### src/rtl/ultrasonido_pkg.sv
// Shared types and default timing for the ultrasonic ranger (50 MHz clock).
// Consumed by sensor_ultrasonido; see that file for the US_DEBOUNCE_EN option.
package ultrasonido_pkg;

    localparam int CNT_W_DEF         = 32'd22;
    localparam int TRIG_CYCLES_DEF   = 32'd500;
    localparam int ECHO_TIMEOUT_DEF  = 32'd1900000;
    localparam int PERIOD_CYCLES_DEF = 32'd3000000;
    localparam int THRESH_CYCLES_DEF = 32'd87500;
    localparam int DEBOUNCE_DEF      = 32'd2;

    typedef enum logic [2:0] {
        IDLE      = 3'd0,
        TRIG      = 3'd1,
        WAIT_ECHO = 3'd2,
        MEASURE   = 3'd3,
        HOLD      = 3'd4
    } estado_t;

    // A timed-out measurement is always far; width equal to the threshold is far too.
    function automatic logic es_cercano(input logic         i_to,
                                        input logic [31:0]  i_ancho,
                                        input logic [31:0]  i_umbral);
        return (!i_to) && (i_ancho < i_umbral);
    endfunction

endpackage

### src/rtl/sincronizador.sv
// Generic two-flop synchronizer for asynchronous sensor inputs; resets to 0.
module sincronizador #(
    parameter int W = 32'd1
) (
    input  logic         clk,
    input  logic         rst_n,
    input  logic [W-1:0] i_d,
    output logic [W-1:0] o_q
);

    logic [W-1:0] r_ff1;
    logic [W-1:0] r_ff2;

    // Two-stage metastability filter.
    always_ff @(posedge clk or negedge rst_n) begin
        if (!rst_n) begin
            r_ff1 <= '0;
            r_ff2 <= '0;
        end else begin
            r_ff1 <= i_d;
            r_ff2 <= r_ff1;
        end
    end

    assign o_q = r_ff2;

endmodule

### src/rtl/sensor_ultrasonido.sv
// HC-SR04 ranger: periodic trigger, echo width measurement, presence detection.
// Define US_DEBOUNCE_EN to require DEBOUNCE agreeing measurements per presence change.
module sensor_ultrasonido
    import ultrasonido_pkg::*;
#(
    parameter int TRIG_CYCLES   = TRIG_CYCLES_DEF,
    parameter int ECHO_TIMEOUT  = ECHO_TIMEOUT_DEF,
    parameter int PERIOD_CYCLES = PERIOD_CYCLES_DEF,
    parameter int THRESH_CYCLES = THRESH_CYCLES_DEF,
    parameter int DEBOUNCE      = DEBOUNCE_DEF,
    parameter int CNT_W         = CNT_W_DEF
) (
    input  logic             clk,
    input  logic             rst_n,
    input  logic             enable,
    input  logic             echo,
    output logic             trig,
    output logic             cuenta,
    output logic             presente,
    output logic [CNT_W-1:0] distancia,
    output logic             valido,
    output logic             timeout
);

    localparam logic [CNT_W-1:0] C_TRIG_FIN = CNT_W'(TRIG_CYCLES - 32'd1);
    localparam logic [CNT_W-1:0] C_PER_FIN  = CNT_W'(PERIOD_CYCLES - 32'd1);
    localparam logic [CNT_W-1:0] C_TO       = CNT_W'(ECHO_TIMEOUT);
    localparam logic [CNT_W-1:0] C_UMBRAL   = CNT_W'(THRESH_CYCLES);

    estado_t          r_estado;
    estado_t          w_estado_nx;
    logic             w_echo_sync;
    logic             r_echo_ant;
    logic             w_sube;
    logic             w_baja;
    logic [CNT_W-1:0] r_per;
    logic [CNT_W-1:0] r_ven;
    logic [CNT_W-1:0] r_anc;
    logic             w_trig_nx;
    logic             w_fin_med;
    logic             w_fin_to;
    logic [CNT_W-1:0] w_dist_nx;
    logic             w_cercano;

    sincronizador #(.W(32'd1)) u_sinc_echo (
        .clk   (clk),
        .rst_n (rst_n),
        .i_d   (echo),
        .o_q   (w_echo_sync)
    );

    assign w_sube = w_echo_sync & ~r_echo_ant;
    assign w_baja = ~w_echo_sync & r_echo_ant;

    // State register.
    always_ff @(posedge clk or negedge rst_n) begin
        if (!rst_n) begin
            r_estado <= IDLE;
        end else begin
            r_estado <= w_estado_nx;
        end
    end

    // Next-state logic; the window check uses >= because a rise may land on the last window cycle.
    always_comb begin
        w_estado_nx = r_estado;
        case (r_estado)
            IDLE: begin
                if (enable) w_estado_nx = TRIG;
                else        w_estado_nx = IDLE;
            end
            TRIG: begin
                if (r_per == C_TRIG_FIN) w_estado_nx = WAIT_ECHO;
                else                     w_estado_nx = TRIG;
            end
            WAIT_ECHO: begin
                if (w_sube)              w_estado_nx = MEASURE;
                else if (r_ven >= C_TO)  w_estado_nx = HOLD;
                else                     w_estado_nx = WAIT_ECHO;
            end
            MEASURE: begin
                if (w_baja || (r_ven >= C_TO)) w_estado_nx = HOLD;
                else                           w_estado_nx = MEASURE;
            end
            HOLD: begin
                if (r_per == C_PER_FIN) w_estado_nx = enable ? TRIG : IDLE;
                else                    w_estado_nx = HOLD;
            end
            default: w_estado_nx = IDLE;
        endcase
    end

    // Output decode: next trigger level and measurement-end qualifiers.
    always_comb begin
        w_trig_nx = (w_estado_nx == TRIG);
        w_fin_med = ((r_estado == WAIT_ECHO) || (r_estado == MEASURE)) && (w_estado_nx == HOLD);
        w_fin_to  = w_fin_med && !((r_estado == MEASURE) && w_baja);
        if (w_fin_to) w_dist_nx = C_TO;
        else          w_dist_nx = r_anc;
        w_cercano = es_cercano(w_fin_to, 32'(r_anc), 32'(C_UMBRAL));
    end

    // Period, echo window and echo width counters.
    always_ff @(posedge clk or negedge rst_n) begin
        if (!rst_n) begin
            r_per      <= '0;
            r_ven      <= '0;
            r_anc      <= '0;
            r_echo_ant <= 1'b0;
        end else begin
            r_echo_ant <= w_echo_sync;
            if ((w_estado_nx == TRIG) && (r_estado != TRIG)) r_per <= '0;
            else if (r_estado != IDLE)                       r_per <= r_per + 1'b1;
            else                                             r_per <= '0;
            if ((r_estado == WAIT_ECHO) || (r_estado == MEASURE)) r_ven <= r_ven + 1'b1;
            else                                                  r_ven <= '0;
            case (r_estado)
                WAIT_ECHO: r_anc <= w_sube ? CNT_W'(1) : '0;
                MEASURE:   r_anc <= w_echo_sync ? (r_anc + 1'b1) : r_anc;
                default:   r_anc <= r_anc;
            endcase
        end
    end

    // Registered trigger and measurement results.
    always_ff @(posedge clk or negedge rst_n) begin
        if (!rst_n) begin
            trig      <= 1'b0;
            valido    <= 1'b0;
            distancia <= '0;
            timeout   <= 1'b0;
        end else begin
            trig   <= w_trig_nx;
            valido <= w_fin_med;
            if (w_fin_med) begin
                distancia <= w_dist_nx;
                timeout   <= w_fin_to;
            end else begin
                distancia <= distancia;
                timeout   <= timeout;
            end
        end
    end

`ifdef US_DEBOUNCE_EN
    localparam int                DEB_W     = $clog2(DEBOUNCE + 32'd1);
    localparam logic [DEB_W-1:0]  C_DEB_FIN = DEB_W'(DEBOUNCE - 32'd1);
    logic [DEB_W-1:0] r_deb;

    // Presence hysteresis: DEBOUNCE consecutive disagreeing measurements flip presente.
    always_ff @(posedge clk or negedge rst_n) begin
        if (!rst_n) begin
            presente <= 1'b0;
            cuenta   <= 1'b0;
            r_deb    <= '0;
        end else if (w_fin_med && (w_cercano != presente)) begin
            if (r_deb == C_DEB_FIN) begin
                presente <= w_cercano;
                cuenta   <= w_cercano;
                r_deb    <= '0;
            end else begin
                cuenta   <= 1'b0;
                r_deb    <= r_deb + 1'b1;
            end
        end else if (w_fin_med) begin
            cuenta <= 1'b0;
            r_deb  <= '0;
        end else begin
            cuenta <= 1'b0;
        end
    end
`else
    // Presence follows every measurement directly.
    always_ff @(posedge clk or negedge rst_n) begin
        if (!rst_n) begin
            presente <= 1'b0;
            cuenta   <= 1'b0;
        end else if (w_fin_med) begin
            presente <= w_cercano;
            cuenta   <= w_cercano & ~presente;
        end else begin
            cuenta <= 1'b0;
        end
    end
`endif

endmodule

### config.mk
export PLATFORM = sky130hd
export DESIGN_NAME = sensor_ultrasonido
export DESIGN_NICKNAME = d
export VERILOG_FILES = /design/src/rtl/ultrasonido_pkg.sv /design/src/rtl/sincronizador.sv /design/src/rtl/sensor_ultrasonido.sv
export SDC_FILE = /design/constraint.sdc
export NUM_CORES = 1
export LEC_CHECK = 0
export CORE_MARGIN = 5
export CORE_UTILIZATION = 40
export DETAILED_ROUTE_END_ITERATION = 7
export GPL_TIMING_DRIVEN = 0
export PLACE_DENSITY = 0.62
export SYNTH_ARGS = -nofsm -noshare
export SYNTH_HDL_FRONTEND = slang
export SYNTH_SLANG_ARGS = --single-unit
### constraint.sdc
create_clock -name clk -period 3.3 [get_ports clk]
set_input_delay 0.33 -clock clk [delete_from_list [all_inputs] [get_ports clk]]
set_output_delay 0.33 -clock clk [all_outputs]
set_load 0.05 [all_outputs]
Word-level counts from Yosys, hierarchy flattened --
Index checks and enable logic that the tools add are counted.
Storage, ports and cells: bits in registers 99, input bits 4, output and inout bits 27, logic and storage cells 62
Cells by class: $add $sub $neg 3, order comparisons 2, equal/unequal tests 10, muxes and demuxes 15, bitwise operators 6, reductions and logical operators 13
Operators by type and width (count):
- $mux 22 | 5
- $add 22x1->22 const B | 3
- $pmux 22 s2 | 1
- $eq 22x22->1 const B | 1
- $eq 22x9->1 const B | 1
- $ge 22x21->1 const B | 1
- $lt 22x17->1 const B | 1
- $pmux 3 s5 | 1
- $mux 3 | 4
- $eq 3x1->1 const B | 2
- $eq 3x2->1 const B | 2
- $eq 3x3->1 const B | 2
- $logic_and 1x1->1 | 5
- $and 1x1->1 | 3
- $logic_not 3->1 | 1
- $mux 1 | 3
- $ne 3x1->1 const B | 1
- $not 1->1 | 3
- $reduce_bool 3->1 | 1
- $logic_not 1->1 | 2
- $logic_or 1x1->1 | 2
- $mux 2 | 1
- $ne 2x1->1 const B | 1
- $reduce_and 2->1 | 1
- $reduce_bool 2->1 | 1

Depth between registers and ports, before layout --
Gate-level depths: netlist (run 1).
word-level depth 12, gate-level depth with buffers 7, gate-level depth less buffers 6

By module --
From an unflattened synthesis (run 1), not the netlist that was laid out.
Second synthesis, totals: cells, all modules 450, area total of the unflattened synthesis 4576.9 um2
Modules (own cells, without submodules):
- sensor_ultrasonido | times used 1, cells each 448, area each 4526.8 um2, seq. area each 2427.3 um2
- sincronizador | times used 1, cells each 2, area each 50.0 um2, seq. area each 50.0 um2

Worst setup path after synthesis (run 1) --
OpenSTA, ideal clock, no wires.
kind register -> register, from reg r_per[12], to reg r_per[14], setup time 0.119 ns, arrival 1.826 ns, data required time 3.181 ns, path slack 1.356 ns, stages on the path, launching flop included 7, path buffers 1, path through dfrtp_1 > or4_4 > nor4_2 > a31oi_1 > nor3_2 > buf_4 > nor2_1
Between the ends: cells in the longest elaborated chain, start to end 6, elaborated cells between the ends (all ways) 10, those cells by class add/sub: 1; eq/ne: 3; mux: 5; reduce/logical: 1
Ends and longest elaborated chain:
- start, declared | line sensor_ultrasonido.sv:36 | logic [CNT_W-1:0] r_per;
- start signal, assigned | line sensor_ultrasonido.sv:113 | else if (r_estado != IDLE) r_per <= r_per + 1'b1;
- $eq 22x22->1 / $eq 22x9->1 (equally long branches) | line sensor_ultrasonido.sv:86, sensor_ultrasonido.sv:73
- $mux 3 / $mux 2 (equally long branches) | line sensor_ultrasonido.sv:86, sensor_ultrasonido.sv:73
- $pmux 3 s5 | line sensor_ultrasonido.sv:67 | case (r_estado)
- $eq 3x1->1 | line sensor_ultrasonido.sv:112 | if ((w_estado_nx == TRIG) && (r_estado != TRIG)) r_per <= '0;
- $logic_and 1x1->1 | line sensor_ultrasonido.sv:112
- $mux 22 (*) | line sensor_ultrasonido.sv:112
Every way passes the cells marked *; elsewhere a longest branch is shown, timed or not. A chain may end at the register's enable or synchronous reset.

Worst setup path in the final report (run 1) --
from reg r_anc[2], to reg r_anc[21]
Between the ends: cells in the longest elaborated chain, start to end 3
Ends and longest elaborated chain:
- start, declared | line sensor_ultrasonido.sv:38 | logic [CNT_W-1:0] r_anc;
- start signal, assigned | line sensor_ultrasonido.sv:118 | WAIT_ECHO: r_anc <= w_sube ? CNT_W'(1) : '0;
- start signal, assigned | line sensor_ultrasonido.sv:119 | MEASURE: r_anc <= w_echo_sync ? (r_anc + 1'b1) : r_anc;
- start signal, assigned | line sensor_ultrasonido.sv:120 | default: r_anc <= r_anc;
- $add 22x1->22 | line sensor_ultrasonido.sv:119
- $mux 22 | line sensor_ultrasonido.sv:119
- $pmux 22 s2 | line sensor_ultrasonido.sv:117 | case (r_estado)
Every way passes these cells. The select of a mux whose other input is x is not followed.

==> flow_summary.yaml, run 1 <==
final_layout:
  seq_area_mm2: 0.00248
  final_cells: 657
  area_growth_pct: 16.6
  nets: 517
  layout-drive-gt1-share_pct: 6.61
  fillCellCount: 1120
  multi_input_area_mm2: 0.00210
  antenna_cells: 0
placement:
  port_buffers: 30
  gp_congestion: 0.809
  hpwl_mm: 7.06
  dp.cells: 640
sta:
  slew_viol_final: 0
  period_minus_slack_ns: 2.28
  hold_violations: 0
  worst_slew_pin_slew_ns: 0.878
  tns_ns: 0
  slew_headroom_pct: 40.9
  period_share_pct: 69.0
  finalClockSkew_ns: 0.00777
  rsz0062_at_grt: "false"
  finalSetupViolations: 0
  max_freq_ghz: 0.439
run:
  max-cap-violations: 0
synth:
  syn_nets: 474
  netlist.area_leader.share_pct: 52.4
  ys.flop_type: "dfrtp_1"
  syn_area_per_cell_um2: 10.1
  yosysMostFrequentCell: "dfrtp_1"
  ys_seq_elements: 99
  ys_async_sr_fraction_pct: 100
  ys_types: 58
  synth_area_mm2: 0.00473
  synth_largest_area_cell: "dfrtp_1"
  synth_edf_count: 0
  ys.warnings.count: 0
  ys_seq_area_share_pct: 52.4
  synth_cells: 466
  synth_area_leaders: "dfrtp_1, nor2_1, xor2_1"
  yosys-top-cells-count: "dfrtp_1, nor2_1, nand2_1"
routing:
  drt_iter0_drc: 195
  vias: 3580
  first_pass_iters: 4
  drt-vias-per-instance: 5.45
  postRouteAntennaNets: 0
  wire_per_inst_um: 15.6
  routed_wl_mm: 10.2
  drc_errors: 0
floorplan:
  start_util_pct: 41.0
  die_h_um: 119
  dieArea_mm2: 0.0141
  row_count: 39
  num_io_pins: 31
  die_w_um: 119
  core_region_area_mm2: 0.0115
hold_path:
  hp-class: "reg2reg"
  hold_depth: 0
  holdPathEnd: "u_sinc_echo.o_q"
  min_from: "u_sinc_echo.r_ff1"
setup_path:
  cp_top_family: "simple AND/OR/NAND/NOR gates"
  reg2reg_depth: 6
  crit_arrival_ns: 2.51
  endpoint_kind: "flop"
  cp_max_fo: 10
  cp.required_ns: 3.53
  slowest_delay_ns: 0.79
  path_buf_inv: 1
  path_cells: "clkbuf_1 > nand4_1 > nor4_1 > nand4b_1 > mux2i_1 > o21ai_0"
  reg2reg_slack_ns: 1.02
  timing.rr.end: "r_anc[21]"
  cpMaxStageDelayCell: "nor4_1"
  cp-start-kind: "flop"
  critPathKind: "reg2reg"
  r2r_start: "r_anc[2]"
clocking:
  clock-sinks: 99
  clk_pin_slew_ns: 0.07
  cts_setup_buffers: 0
  root_buffer: "clkbuf_16"
  cts_made_buffers: 9
  h-tree-depth: 3
  clockBufferDepth: 2
  cts_tree: "built"
  clkLatencyLatePin_ns: 0.35
global_route:
  grt_pass1_vias: 3518
  grt_max_degree: 69
  grt_first_pass_wirelength_mm: 17.4
  track_usage_pct: 15.3
  grt_overflow_total: 0
  antenna_found_initial: 0
run_status:
  outcome: "completed"
power:
  p_leak_uw: 0.00234
  p_per_area_mw_per_mm2: 469
  max-vdd-ir-drop_uv: 410
[cells in the final DEF, fill, tap and decap left out, drive strengths merged, types with 4 or more instances in the layout]
cell type	n
and3	9
ha	4
inv	12
clkbuf	25
nor2b	6
clkdlybuf4s50	29
nand3	27
buf	10
o21ai	18
nor4	10
nor2	62
xor2	22
xnor2	20
dfrtp	99
mux2i	10
or3	7
o22a	13
a21oi	8
nand4	14
nand2	36
and4	6
a22o	10
nor3	12
[per-stage QoR]
step                hold WS, ns  worst slack, ns  instance area (um2)  utilization, %  total power (uW)
global placement          0.336            -1.80                 5210            45.2              1620
detailed placement        0.308             1.06                 5230            45.4              1630
finish                    0.352             1.02                 5510            47.9              2580
CTS                       0.355             1.04                 5510            47.9              2610
global route              0.370            0.847                 5510            47.9              2710
floorplan                0.0344             1.36                 4730               -              1540
[cell type report]
type | instances | area share [%]
tap | 143 | 3.24
timing repair buffer | 32 | 6.08
clock inverter | 4 | 0.477
sequential | 99 | 44.9
clock buffer | 12 | 4.47
inverter | 12 | 0.817
buffer | 21 | 1.86
multi-input combinational | 334 | 38.1
[worst max path at each step]
stage,start,to,slack (ns),depth (start not counted)
global placement,rst_n,valido,-1.80,1
global route,r_anc[2],r_anc[21],0.85,6
floorplan,r_per[12],r_per[14],1.36,6
CTS,r_per[6],r_per[8],1.04,6
finish,r_anc[2],r_anc[21],1.02,6
detailed placement,r_per[6],r_per[2],1.06,6
[timing repair]
item                                   in CTS  in global routing
hold buffers                                1                  0
endpoints found under the hold margin      31                  0
gates resized for setup                     0                  0
[flip-flops by register name, indices dropped and copies added, names as in the netlist]
register           count
r_echo_ant             1
valido                 1
u_sinc_echo.r_ff1      1
u_sinc_echo.o_q        1
presente               1
trig                   1
r_anc                 22
r_estado               3
timeout                1
r_per                 22
r_ven                 22
distancia             22
cuenta                 1
[per-layer routing]
layer	global-route usage (%)	vias to the layer above	share of wire [%]
met5	0	-	0
met4	5.50	0	1.5
met3	4.54	11	4.2
met1	20.7	1771	48
li1	-	1743	-
met2	23.3	55	46
[logic make-up (layout without fill, tap and decap cells)]
family          count (synthesis)  in the layout  synth area share, %
flops                          99             99                 52.4
buf+inv                        33             81                 3.12
mux                            11             11                 2.36
compound gates                 72             72                 11.0
xor+xnor                       42             42                 7.78
simple gates                  205            205                 22.3
fa+ha+maj                       4              4                 1.06
[power breakdown]
part / internal [uW] / switching [uW] / total (uW)
combinational: 97.8 / 117 / 215
sequential: 1290 / 103 / 1390
clock: 531 / 446 / 977
total: 1920 / 665 / 2580
Power figures use the tool's default switching activity.
==> inputs of run 2 (changes only) <==
clock period = 2.3 ns   (was 3.3 ns; I/O delays follow)
==> flow_summary.yaml, run 2 (same netlist as run 1, synthesis figures left out) <==
sta:
  worst_slew_pin_slew_ns: 0.678
  finalClockSkew_ns: 0.00674
  tns_ns: 0
  slew_headroom_pct: 54.4
  holdWs_ns: 0.319
  slew_viol_final: 0
  period_minus_slack_ns: 2.17
  hold_violations: 0
  max_freq_ghz: 0.462
  finalSetupViolations: 0
  period_share_pct: 94.2
clocking:
  clkLatencyLatePin_ns: 0.34
  clock-sinks: 99
  h-tree-depth: 3
  root_buffer: "clkbuf_16"
  clockBufferDepth: 2
  clk_pin_slew_ns: 0.06
  cts_made_buffers: 9
  cts_tree: "built"
routing:
  drt-vias-per-instance: 5.43
  wire_per_inst_um: 15.6
  drt_iter0_drc: 200
  vias: 3583
  routed_wl_mm: 10.3
  drc_errors: 0
  first_pass_iters: 4
  postRouteAntennaNets: 0
placement:
  gp_congestion: 0.809
  hpwl_mm: 7.06
  port_buffers: 30
setup_path:
  crit_arrival_ns: 2.40
  cp-start-kind: "flop"
  critPathKind: "reg2reg"
  cpMaxStageDelayCell: "or4_4"
  endpoint_kind: "flop"
  cp.required_ns: 2.53
  cp_max_fo: 10
  path_cells: "or4_4 > nor4_4 > a31oi_1 > nor3_2 > buf_4 > buf_6 > nor2_1"
  slowest_delay_ns: 0.58
power:
  clockPowerShare_pct: 37.6
  p_switching_uw: 961
  combinationalPowerShare_pct: 8.5
  p_per_area_mw_per_mm2: 666
  p_int_uw: 2750
  max-vdd-ir-drop_uv: 589
  seqPwrFrac_pct: 53.9
  swShare_pct: 25.9
  p_leak_uw: 0.00237
floorplan:
  die_h_um: 119
  die_w_um: 119
  core_region_area_mm2: 0.0115
  dieArea_mm2: 0.0141
  start_util_pct: 41.0
  row_count: 39
  num_io_pins: 31
run:
  max-cap-violations: 0
final_layout:
  antenna_cells: 0
  layout-drive-gt1-share_pct: 8.12
  layout.cells.most_common: "dfrtp_1"
  final_cell_mix: "dfrtp_1, nor2_1, nand2_1, clkdlybuf4s50_1, nand3_1"
  area_growth_pct: 17.9
  nets: 520
  fillCellCount: 1104
global_route:
  antenna_found_initial: 0
  grt_overflow_total: 0
  track_usage_pct: 15.3
  grt_max_degree: 69
  grt_pass1_vias: 3518
  grt_first_pass_wirelength_mm: 17.4
hold_path:
  hp-class: "in2reg"
run_status:
  outcome: "completed"
[run 2: final timing paths]
path | from | endpoint | slack (ns) | cells after the start
min | echo | u_sinc_echo.r_ff1 | 0.32 | 1
max | r_per[12] | r_per[8] | 0.13 | 7
min reg2reg | u_sinc_echo.r_ff1 | u_sinc_echo.o_q | 0.35 | 0
max reg2reg | r_per[12] | r_per[8] | 0.13 | 7
max in group asynchronous | rst_n | distancia[20] | 1.26 | 3
min in group asynchronous | rst_n | r_per[0] | 0.37 | 2
[run 2: worst max-delay path, delay by kind of cell (launching register included)]
kind / cells / cell delay [ns]
compound gates: 1 / 0.15
buf+inv: 2 / 0.30
simple gates: 4 / 1.19
flops: 1 / 0.41
[run 2: area by class of cell]
| cell class | count | area (um2) | area share [%] |
|---|---|---|---|
| tap | 143 | 179 | 3.21 |
| clock inverter | 4 | 26.3 | 0.471 |
| timing repair buffer | 35 | 358 | 6.42 |
| inverter | 12 | 45.0 | 0.808 |
| buffer | 21 | 108 | 1.93 |
| sequential | 99 | 2480 | 44.4 |
| clock buffer | 12 | 246 | 4.42 |
| multi-input combinational | 334 | 2140 | 38.3 |
[run 2: through the flow]
stage               util (%)  instance area [um2]  power (uW)  worst slack, ns  cells
finish                  48.4                 5580        3720            0.134    660
global placement        45.2                 5210        2320            -2.70    639
detailed placement      45.4                 5230        2340           0.0572    640
global route            48.4                 5580        3900         -0.00584    660
floorplan                  -                 4730        2210            0.356    466
CTS                     47.9                 5510        3750           0.0383    657
[run 2: layer usage]
metal  share of wire (%)  wire length, um  GRT usage, %
met4                 1.7              170          5.50
met1                  48             4950          20.7
met2                  47             4790          23.3
met3                 3.7              381          4.54
met5                   0                0             0
[run 2: power groups by stage]
stage,Sequential [uW],Clock (uW),Combinational [uW]
after floorplan,2000,0,215
after global placement,2020,0,296
after detailed placement,2020,0,314
after CTS,1990,1440,314
after global routing,2020,1510,365
final,2000,1400,317
[run 2: what timing repair did]
item	in CTS	in global routing
buffers inserted	0	3
hold buffers	1	0
endpoints found under the setup margin	0	27
hold endpoints to repair	31	0
resized for setup	0	8
==> inputs of run 3 (changes only) <==
--- a/config.mk
+++ b/config.mk
@@ -11,4 +11,5 @@
 export GPL_TIMING_DRIVEN = 0
 export PLACE_DENSITY = 0.62
+export SKIP_LAST_GASP = 1
 export SYNTH_ARGS = -nofsm -noshare
 export SYNTH_HDL_FRONTEND = slang
==> constraint.sdc (replaced) <==
create_clock -name clk -period 2.3 [get_ports clk]
set_input_delay 0.23 -clock clk [delete_from_list [all_inputs] [get_ports clk]]
set_output_delay 0.23 -clock clk [all_outputs]
set_load 0.02 [all_outputs]
==> results of run 3 <==
Same layout as run 2 (identical final DEF). Status: completed.
Among the figures that moved: total power 3720 uW -> 3710 uW; worst IR drop on VDD 589 uV -> 588 uV
